[config.mk]
export PLATFORM = sky130hd
export DESIGN_NAME = ov7670_capture_flat
export DESIGN_NICKNAME = d
export VERILOG_FILES = /design/src/rtl/ov7670_capture_if.sv /design/src/rtl/ov7670_capture.sv /design/src/flat_wrapper.sv
export SDC_FILE = /design/constraint.sdc
export NUM_CORES = 1
export LEC_CHECK = 0
export BUFFER_PORTS_ARGS = -buffer_cell sky130_fd_sc_hd__buf_2
export CAP_MARGIN = 20
export CELL_PAD_IN_SITES_DETAIL_PLACEMENT = 1
export CELL_PAD_IN_SITES_GLOBAL_PLACEMENT = 1
export CORE_ASPECT_RATIO = 1.1
export CORE_UTILIZATION = 30
export DETAILED_ROUTE_END_ITERATION = 10
export GPL_TIMING_DRIVEN = 0
export MAX_ROUTING_LAYER = met4
export PLACE_DENSITY = 0.63
export RECOVER_POWER = 25
export SYNTH_ARGS = -nofsm -noshare
export SYNTH_HDL_FRONTEND = slang
export SYNTH_SLANG_ARGS = --single-unit
[constraint.sdc]
create_clock -name clk -period 7.8 [get_ports clk]
set_clock_uncertainty 0.15 [all_clocks]
set_input_delay 0.39 -clock clk [delete_from_list [all_inputs] [get_ports clk]]
set_output_delay 0.39 -clock clk [all_outputs]
set_load 0.01 [all_outputs]
[src/rtl/ov7670_capture_if.sv]
// Camera-side byte bus and frame-buffer write-side signals of the OV7670 capture stage.
// The write side is a valid-only stream: sys_we qualifies sys_data_in for exactly one clock and the FIFO has no ready.
interface ov7670_capture_if;
    logic        cam_vsync;
    logic        cam_href;
    logic [7:0]  cam_data;
    logic        sys_we;
    logic [15:0] sys_data_in;
    logic        frame_valid;
    logic        frame_done;
    logic        size_err;
    logic [1:0]  dbg_state;

    modport master (
        input  cam_vsync, cam_href, cam_data,
        output sys_we, sys_data_in, frame_valid, frame_done, size_err, dbg_state
    );

    modport slave (
        output cam_vsync, cam_href, cam_data,
        input  sys_we, sys_data_in, frame_valid, frame_done, size_err, dbg_state
    );
endinterface

[src/rtl/ov7670_capture.sv]
// OV7670 pixel capture: registers the camera bus on PCLK and pairs bytes into RGB565 words.
// It writes the words to the SDRAM frame buffer only after init and the skip frames, always starting on a frame boundary.
module ov7670_capture #(
    parameter int IMG_W       = 640,
    parameter int IMG_H       = 480,
    parameter int SKIP_FRAMES = 10
) (
    input  logic clk,
    input  logic rst,
    input  logic sdram_init_done,
    ov7670_capture_if.master bus
);
    typedef enum logic [1:0] {
        WAIT_INIT = 2'd0,
        WAIT_VS   = 2'd1,
        SKIP      = 2'd2,
        CAPTURE   = 2'd3
    } state_t;

    localparam int              SKW  = (SKIP_FRAMES > 1) ? $clog2(SKIP_FRAMES + 1) : 1;
    localparam logic [10:0]     W_L  = 11'(IMG_W);
    localparam logic [9:0]      H_L  = 10'(IMG_H);
    localparam logic [SKW-1:0]  SK_L = SKW'(SKIP_FRAMES);

    logic           vs_r, hr_r, vs_d, hr_d;
    logic [7:0]     d_r;
    logic           init_m, init_s;
    state_t         state, state_nx;
    logic [SKW-1:0] skip_cnt, skip_cnt_inc;
    logic           skip_done, skip_hit;
    logic           phase, phase_eff, pend;
    logic [7:0]     hi_byte;
    logic [15:0]    pend_data;
    logic [10:0]    pix_cnt, pix_eff;
    logic [9:0]     line_cnt, line_nx;
    logic           vs_fall, vs_rise, hr_rise, hr_fall;
    logic           capturing, line_bad, frame_bad;

    assign vs_fall      = vs_d & ~vs_r;
    assign vs_rise      = ~vs_d & vs_r;
    assign hr_rise      = ~hr_d & hr_r;
    assign hr_fall      = hr_d & ~hr_r;
    assign capturing    = (state == CAPTURE);
    assign skip_cnt_inc = skip_cnt + SKW'(1);
    assign bus.dbg_state = state;

    // A new line starts with byte phase and pixel index both at zero on its first byte.
    assign phase_eff = hr_rise ? 1'b0 : phase;
    assign pix_eff   = hr_rise ? 11'd0 : pix_cnt;
    assign line_nx   = (hr_fall && line_cnt != 10'h3FF) ? line_cnt + 10'd1 : line_cnt;

    // The frame check sees the line that ends in the same cycle.
    assign line_bad  = capturing && hr_fall && ((pix_cnt != W_L) || phase);
    assign frame_bad = capturing && vs_rise && (line_nx != H_L);

    always_ff @(posedge clk or posedge rst) begin
        if (rst) begin
            vs_r   <= 1'b0;
            hr_r   <= 1'b0;
            vs_d   <= 1'b0;
            hr_d   <= 1'b0;
            d_r    <= 8'd0;
            init_m <= 1'b0;
            init_s <= 1'b0;
        end else begin
            vs_r   <= bus.cam_vsync;
            hr_r   <= bus.cam_href;
            d_r    <= bus.cam_data;
            vs_d   <= vs_r;
            hr_d   <= hr_r;
            init_m <= sdram_init_done;
            init_s <= init_m;
        end
    end

    always_comb begin
        state_nx = state;
        skip_hit = 1'b0;
        case (state)
            WAIT_INIT: if (init_s) state_nx = WAIT_VS;
            WAIT_VS:   if (vs_fall) state_nx = ((SKIP_FRAMES == 0) || skip_done) ? CAPTURE : SKIP;
            SKIP: begin
                if (vs_rise && (skip_cnt_inc == SK_L)) begin
                    state_nx = WAIT_VS;
                    skip_hit = 1'b1;
                end
            end
            default: state_nx = state;
        endcase
    end

    always_ff @(posedge clk or posedge rst) begin
        if (rst) begin
            state     <= WAIT_INIT;
            skip_cnt  <= '0;
            skip_done <= 1'b0;
        end else begin
            state <= state_nx;
            if (state == SKIP && vs_rise && !skip_hit) skip_cnt <= skip_cnt_inc;
            if (skip_hit) begin
                skip_cnt  <= skip_cnt_inc;
                skip_done <= 1'b1;
            end
        end
    end

    always_ff @(posedge clk or posedge rst) begin
        if (rst) begin
            phase           <= 1'b0;
            hi_byte         <= 8'd0;
            pend            <= 1'b0;
            pend_data       <= 16'd0;
            pix_cnt         <= 11'd0;
            line_cnt        <= 10'd0;
            bus.sys_we      <= 1'b0;
            bus.sys_data_in <= 16'd0;
            bus.frame_valid <= 1'b0;
            bus.frame_done  <= 1'b0;
            bus.size_err    <= 1'b0;
        end else begin
            pend <= 1'b0;
            if (vs_fall) line_cnt <= 10'd0;
            else         line_cnt <= line_nx;
            if (hr_r) begin
                phase   <= ~phase_eff;
                pix_cnt <= pix_eff;
                if (!phase_eff) begin
                    hi_byte <= d_r;
                end else begin
                    pend_data <= {hi_byte, d_r};
                    pend      <= capturing && (pix_eff < W_L) && (line_cnt < H_L);
                    if (pix_eff != 11'h7FF) pix_cnt <= pix_eff + 11'd1;
                end
            end
            bus.sys_we <= pend;
            if (pend) bus.sys_data_in <= pend_data;
            if (state_nx == CAPTURE && state != CAPTURE) bus.frame_valid <= 1'b1;
            bus.frame_done <= capturing && vs_rise;
            if (line_bad || frame_bad) bus.size_err <= 1'b1;
        end
    end
endmodule

[src/flat_wrapper.sv]
// flat-port wrapper written by rule: the top's interface ports become plain ports
module ov7670_capture_flat 
#(
    parameter int IMG_W       = 640,
    parameter int IMG_H       = 480,
    parameter int SKIP_FRAMES = 10
)
  (clk, rst, sdram_init_done, bus_cam_vsync, bus_cam_href, bus_cam_data, bus_sys_we, bus_sys_data_in, bus_frame_valid, bus_frame_done, bus_size_err, bus_dbg_state);
  ov7670_capture_if bus_i ();
  input  logic clk;
  input  logic rst;
  input  logic sdram_init_done;
  input wire logic [$bits(bus_i.cam_vsync)-1:0] bus_cam_vsync;
  input wire logic [$bits(bus_i.cam_href)-1:0] bus_cam_href;
  input wire logic [$bits(bus_i.cam_data)-1:0] bus_cam_data;
  output wire logic [$bits(bus_i.sys_we)-1:0] bus_sys_we;
  output wire logic [$bits(bus_i.sys_data_in)-1:0] bus_sys_data_in;
  output wire logic [$bits(bus_i.frame_valid)-1:0] bus_frame_valid;
  output wire logic [$bits(bus_i.frame_done)-1:0] bus_frame_done;
  output wire logic [$bits(bus_i.size_err)-1:0] bus_size_err;
  output wire logic [$bits(bus_i.dbg_state)-1:0] bus_dbg_state;
  assign bus_i.cam_vsync = bus_cam_vsync;
  assign bus_i.cam_href = bus_cam_href;
  assign bus_i.cam_data = bus_cam_data;
  assign bus_sys_we = bus_i.sys_we;
  assign bus_sys_data_in = bus_i.sys_data_in;
  assign bus_frame_valid = bus_i.frame_valid;
  assign bus_frame_done = bus_i.frame_done;
  assign bus_size_err = bus_i.size_err;
  assign bus_dbg_state = bus_i.dbg_state;
  ov7670_capture #(.IMG_W(IMG_W), .IMG_H(IMG_H), .SKIP_FRAMES(SKIP_FRAMES)) u_core (.clk(clk), .rst(rst), .sdram_init_done(sdram_init_done), .bus(bus_i));
endmodule
Yosys cells after proc, flatten, opt, wreduce, memory -nomap -nowiden. Index checks and enable logic that the tools add are counted. Widths: inputs -> output; s select.

Flip-flop bits (word level): 88. Output and inout port bits: 22.

Add/subtract/negate cells: 3. $lt $le $gt $ge: 2. Eq/ne operators: 10. Muxes and demuxes: 17. Bitwise gates (word level): 9. Reduce and logical (&&, ||, !) cells: 18.

Operators with widths (number): $mux 11 (3); $mux 10 (2); $add 11x1->11 const B (1); $logic_and 1x1->1 (11); $lt 11x10->1 const B (1); $ne 11x10->1 const B (1); $ne 11x11->1 const B (1); $add 10x1->10 const B (1); $lt 10x9->1 const B (1); $ne 10x10->1 const B (1); $ne 10x9->1 const B (1); $mux 4 (2); $eq 2x2->1 const B (3); $mux 1 (6); $mux 2 (3); $pmux 2 s3 (1); $not 1->1 (5); $add 4x1->4 const B (1); $and 1x1->1 (4); $eq 4x4->1 const B (1); $reduce_and 2->1 (2); $eq 2x1->1 const B (1); $logic_not 2->1 (1); $logic_or 1x1->1 (2); 3 further kinds (3).

Logic depth before layout (Yosys ltp).
Word-level depth: 9. Depth in mapped cells: 9. Depth with buffers taken out: 7.

Worst setup path before layout. No wires, ideal clock.

Path kind: reg-to-reg. Start: reg u_core.hr_d. End: reg u_core.pix_cnt[0]. Library setup time: 125 ps. Arrival: 2022 ps. Data required time: 7525 ps. Path slack: 5504 ps. Cell stages (with the launch flop): 10. Buffers on the path: 2. Period minus slack after synthesis: 2296 ps. Cells stage by stage: dfrtp_1 -> buf_4 -> nand2b_1 -> clkbuf_1 -> and2_1 -> ha_1 -> nand4_1 -> nor3_2 -> nor2_1 -> mux2_2.

Longest elaborated chain between the ends: 6.

Ends and longest elaborated chain: start: declaration (line ov7670_capture.sv:25) `logic vs_r, hr_r, vs_d, hr_d;`; start signal: assignment (line ov7670_capture.sv:70) `hr_d <= hr_r;`; $not 1->1 * (line ov7670_capture.sv:41) `assign hr_rise = ~hr_d & hr_r;`; $and 1x1->1 * (line ov7670_capture.sv:41); $mux 11 (line ov7670_capture.sv:49) `assign pix_eff = hr_rise ? 11'd0 : pix_cnt;`; $add 11x1->11 / $ne 11x11->1 (equally long branches) (line ov7670_capture.sv:132) `if (pix_eff != 11'h7FF) pix_cnt <= pix_eff + 11'd1;`; $mux 11 (line ov7670_capture.sv:132); $mux 11 * (line ov7670_capture.sv:127) `if (!phase_eff) begin`; end signal: assignment (line ov7670_capture.sv:126) `pix_cnt <= pix_eff;`; end signal: assignment (line ov7670_capture.sv:132); end: declaration (line ov7670_capture.sv:34) `logic [10:0] pix_cnt, pix_eff;`.

Every way passes the cells marked *; elsewhere a longest branch is shown, timed or not. A chain may end at the register's enable or synchronous reset.

Worst setup path after layout. Ends and elaborated chain as after synthesis.

==> flow_metrics.tcl <==
set metrics [dict create \
    status "finished clean" \
    gp_congestion 0.766 \
    synth.yosys.seq_area_share_pct 58.6 \
    path_max_fanout 10 \
    crit_arrival_ns 2.88 \
    async_flop_share_pct 100 \
    report.final.slew_viol_count 0 \
    die_w_um 109 \
    clk_latency_ns 0.34 \
    cts_hold_buf 12 \
    diodes 0 \
    cap_violations 0 \
    die_h_um 119 \
    hold_viol 0 \
    hp-class "register to register" \
    worst_hold_path.endpoint "u_core.init_s" \
    synth_top_area_share_pct 58.6 \
    clockBufferDepth 2 \
    drc 0 \
    avgSynthCellArea_um2 11.3 \
    antenna_found_initial 0 \
    max_clock_freq_mhz 356 \
    reg2reg_to "u_core.pix_cnt[0]" \
    end_kind "register" \
    synth_nets 351 \
    power_density_nw_per_um2 281 \
    cts_sinks 88 \
    cts_tree "yes" \
    grt_usage_pct 14.0 \
    path_clk_slew_ns 0.06 \
    grt_pass1_vias 2782 \
    first_pass_iters 4 \
    worstPathRequired_ns 7.87 \
    synth_edf_count 0 \
    htreeDepth 3 \
    finalSetupTns_ns 0 \
    postCtsSetupRepairBufs 0 \
    cp_slowest_cell "nor3_2" \
    via_per_inst 4.78 \
    swShare_pct 27.6 \
    gr-total-overflow 0 \
    cts-root-buf "clkbuf_16" \
    whs_path_depth 0 \
    clkPwrFrac_pct 35.5 \
    rows 42 \
    crit_path_cell_trace "buf_4, nand2b_1, clkbuf_1, and2_1, ha_1, nand4_1, nor3_2, nor2_1, mux2_2" \
    final_layout_size_suffix_gt1_share_pct 21.4 \
    power.internal_mw 0.932 \
    place_inst 523 \
    rsz0062_at_grt "no" \
    p_leak_nw 2.04 \
    syn_area_um2 3760 \
    vias 2632 \
    cts-resized-gates 0 \
    critPathMaxStageDelay_ns 0.50 \
    numCtsBuffers 9 \
    numPortBuffers 34 \
    period_minus_slack_ns 2.81 \
    ff2ff_path_depth 9 \
    crit_path_start "u_core.hr_d" \
    r2r-start "u_core.hr_d" \
    synthDistinctLibCells 49 \
    combPwrFrac_pct 17.7 \
    fin_util_pct 37.8 \
    routedWlPerCell_um 14.4 \
    nets 409 \
    critical_path_class "register to register" \
    ant_nets 0 \
    synth-seq-cells 88 \
    worst_slew_pin_slew_ns 1.05 \
    hpwl_um 5390 \
    postSynthCellCount 334 \
    drt_iter0_drc 142 \
    yosysWarnings 0 \
    rrSetupSlack_ns 4.99 \
    setup_violations 0 \
    ioPinCount 35 \
    hold_path_startpoint "u_core.init_m" \
    area.growth.synth_to_final_pct 22.0 \
    final_cells 551 \
    path_delay_family "simple AND/OR/NAND/NOR gates" \
    start_util_pct 31.0 \
    grt_pass1_wl_um 13800 \
    routed_wl_um 7960 \
    synth_top_area_cell "dfrtp_1" \
    die-area_um2 13000 \
    grt_max_degree 68 \
    synth_area_leaders "dfrtp_1 59%, mux2_2 7.8%, nand2_1 6.4%" \
    max-slew-margin-rel_pct 29.6 \
    fin_crit_sh_pct 36.1 \
    critical_path.startpoint_type "register" \
    seqPwrFrac_pct 46.8 \
    worst-path-buf-inv 2 \
    core_area_um2 12100 \
    ir_drop_mv 0.147 \
    synth_flop_cell "dfrtp_1" \
    power.switching_mw 0.355 \
]
[how the worst max path moves through the flow]
stage / to / slack, ns / depth (start not counted)
after floorplan: u_core.bus.dbg_state[0] / 4.98 / 1
after global placement: u_core.bus.size_err / 3.84 / 2
after detailed placement: u_core.pix_cnt[0] / 4.97 / 9
after CTS: u_core.pix_cnt[0] / 4.96 / 9
after global routing: u_core.pix_cnt[0] / 4.69 / 9
final: u_core.pix_cnt[0] / 4.99 / 9
[cell usage after synthesis (2+ instances only)]
cell / number
nand3_1: 9
nor2_1: 25
xor2_1: 5
nor2b_1: 4
a2111oi_2: 2
o31ai_1: 3
a21oi_1: 11
or3_1: 2
mux2_2: 26
nor4_1: 3
o21ai_0: 5
nand2_1: 64
buf_4: 3
and4_1: 4
inv_1: 6
ha_1: 4
buf_6: 3
buf_1: 2
nand2b_1: 3
and2_1: 3
and3_1: 3
nor3_1: 7
dfrtp_1: 88
a31oi_1: 2
mux2i_1: 2
clkbuf_1: 6
xnor2_1: 10
nand4_1: 8
[area by class of cell]
type                    instances  area (um^2)
plain buffers                  15         91.3
clock buffers                  12          267
clock inverters                 4         56.3
fillers                      1339         7550
inverters                       6         23.8
multi-input cells             225         1440
flip-flops and latches         88         2200
well taps                     154          193
repair buffers                 47          309
[cells in the final DEF (no fill, tap or decap), types with 7 or more instances in the layout]
| cell type | netlist | final |
|---|---|---|
| dfrtp_1 | 88 | 88 |
| a21oi_1 | 11 | 11 |
| nand4_1 | 8 | 8 |
| nand3_1 | 9 | 9 |
| buf_2 | 1 | 28 |
| clkbuf_1 | 6 | 13 |
| xnor2_1 | 10 | 10 |
| nand2_1 | 64 | 64 |
| clkbuf_16 | 0 | 9 |
| nor3_1 | 7 | 7 |
| mux2_2 | 26 | 26 |
| dlygate4sd3_1 | 0 | 12 |
| nor2_1 | 25 | 25 |
[power groups by stage]
stage	registers (mW)	clock network [mW]	logic, mW
2_1_floorplan	0.619	0	0.128
3_3_place_gp	0.606	0	0.222
3_5_place_dp	0.610	0	0.231
4_1_cts	0.603	0.472	0.237
5_1_grt	0.615	0.488	0.257
6_report	0.602	0.457	0.228
[state kept, by name, summed over array words and instances (netlist names), 2 cells and up]
name / flops
u_core.hi_byte: 8
u_core.pend_data: 16
u_core.bus.sys_data_in: 16
u_core.pix_cnt: 11
u_core.bus.dbg_state: 2
u_core.d_r: 8
u_core.line_cnt: 10
u_core.skip_cnt: 4
[cell families after synthesis]
logic type | count (synthesis) | share of synthesized area, %
DFF | 88 | 58.6
and+or+nand+nor | 143 | 18.1
AOI/OAI and AO/OA | 35 | 7.16
buffers and inverters | 21 | 3.03
xor gates and xnor gates | 15 | 3.50
muxes | 28 | 8.32
adders and majority gates | 4 | 1.33
[through the flow]
stage / power (mW) / cell area, um^2 / hold slack, ns / worst slack, ns
2_1_floorplan: 0.747 / 3760 / 0.181 / 4.98
3_3_place_gp: 0.828 / 4120 / 0.185 / 3.84
3_5_place_dp: 0.841 / 4150 / 0.191 / 4.97
4_1_cts: 1.31 / 4590 / 0.206 / 4.96
5_1_grt: 1.36 / 4580 / 0.211 / 4.69
6_report: 1.29 / 4580 / 0.199 / 4.99
[metal layers]
layer | GRT usage (%) | wire length [um] | part of all wire [%]
met1 | 16.9 | 3640 | 46
met2 | 23.0 | 3960 | 50
met3 | 3.83 | 265 | 3.3
met4 | 3.80 | 97 | 1.2
met5 | - | 0 | 0
Power figures use the tool's default switching activity.
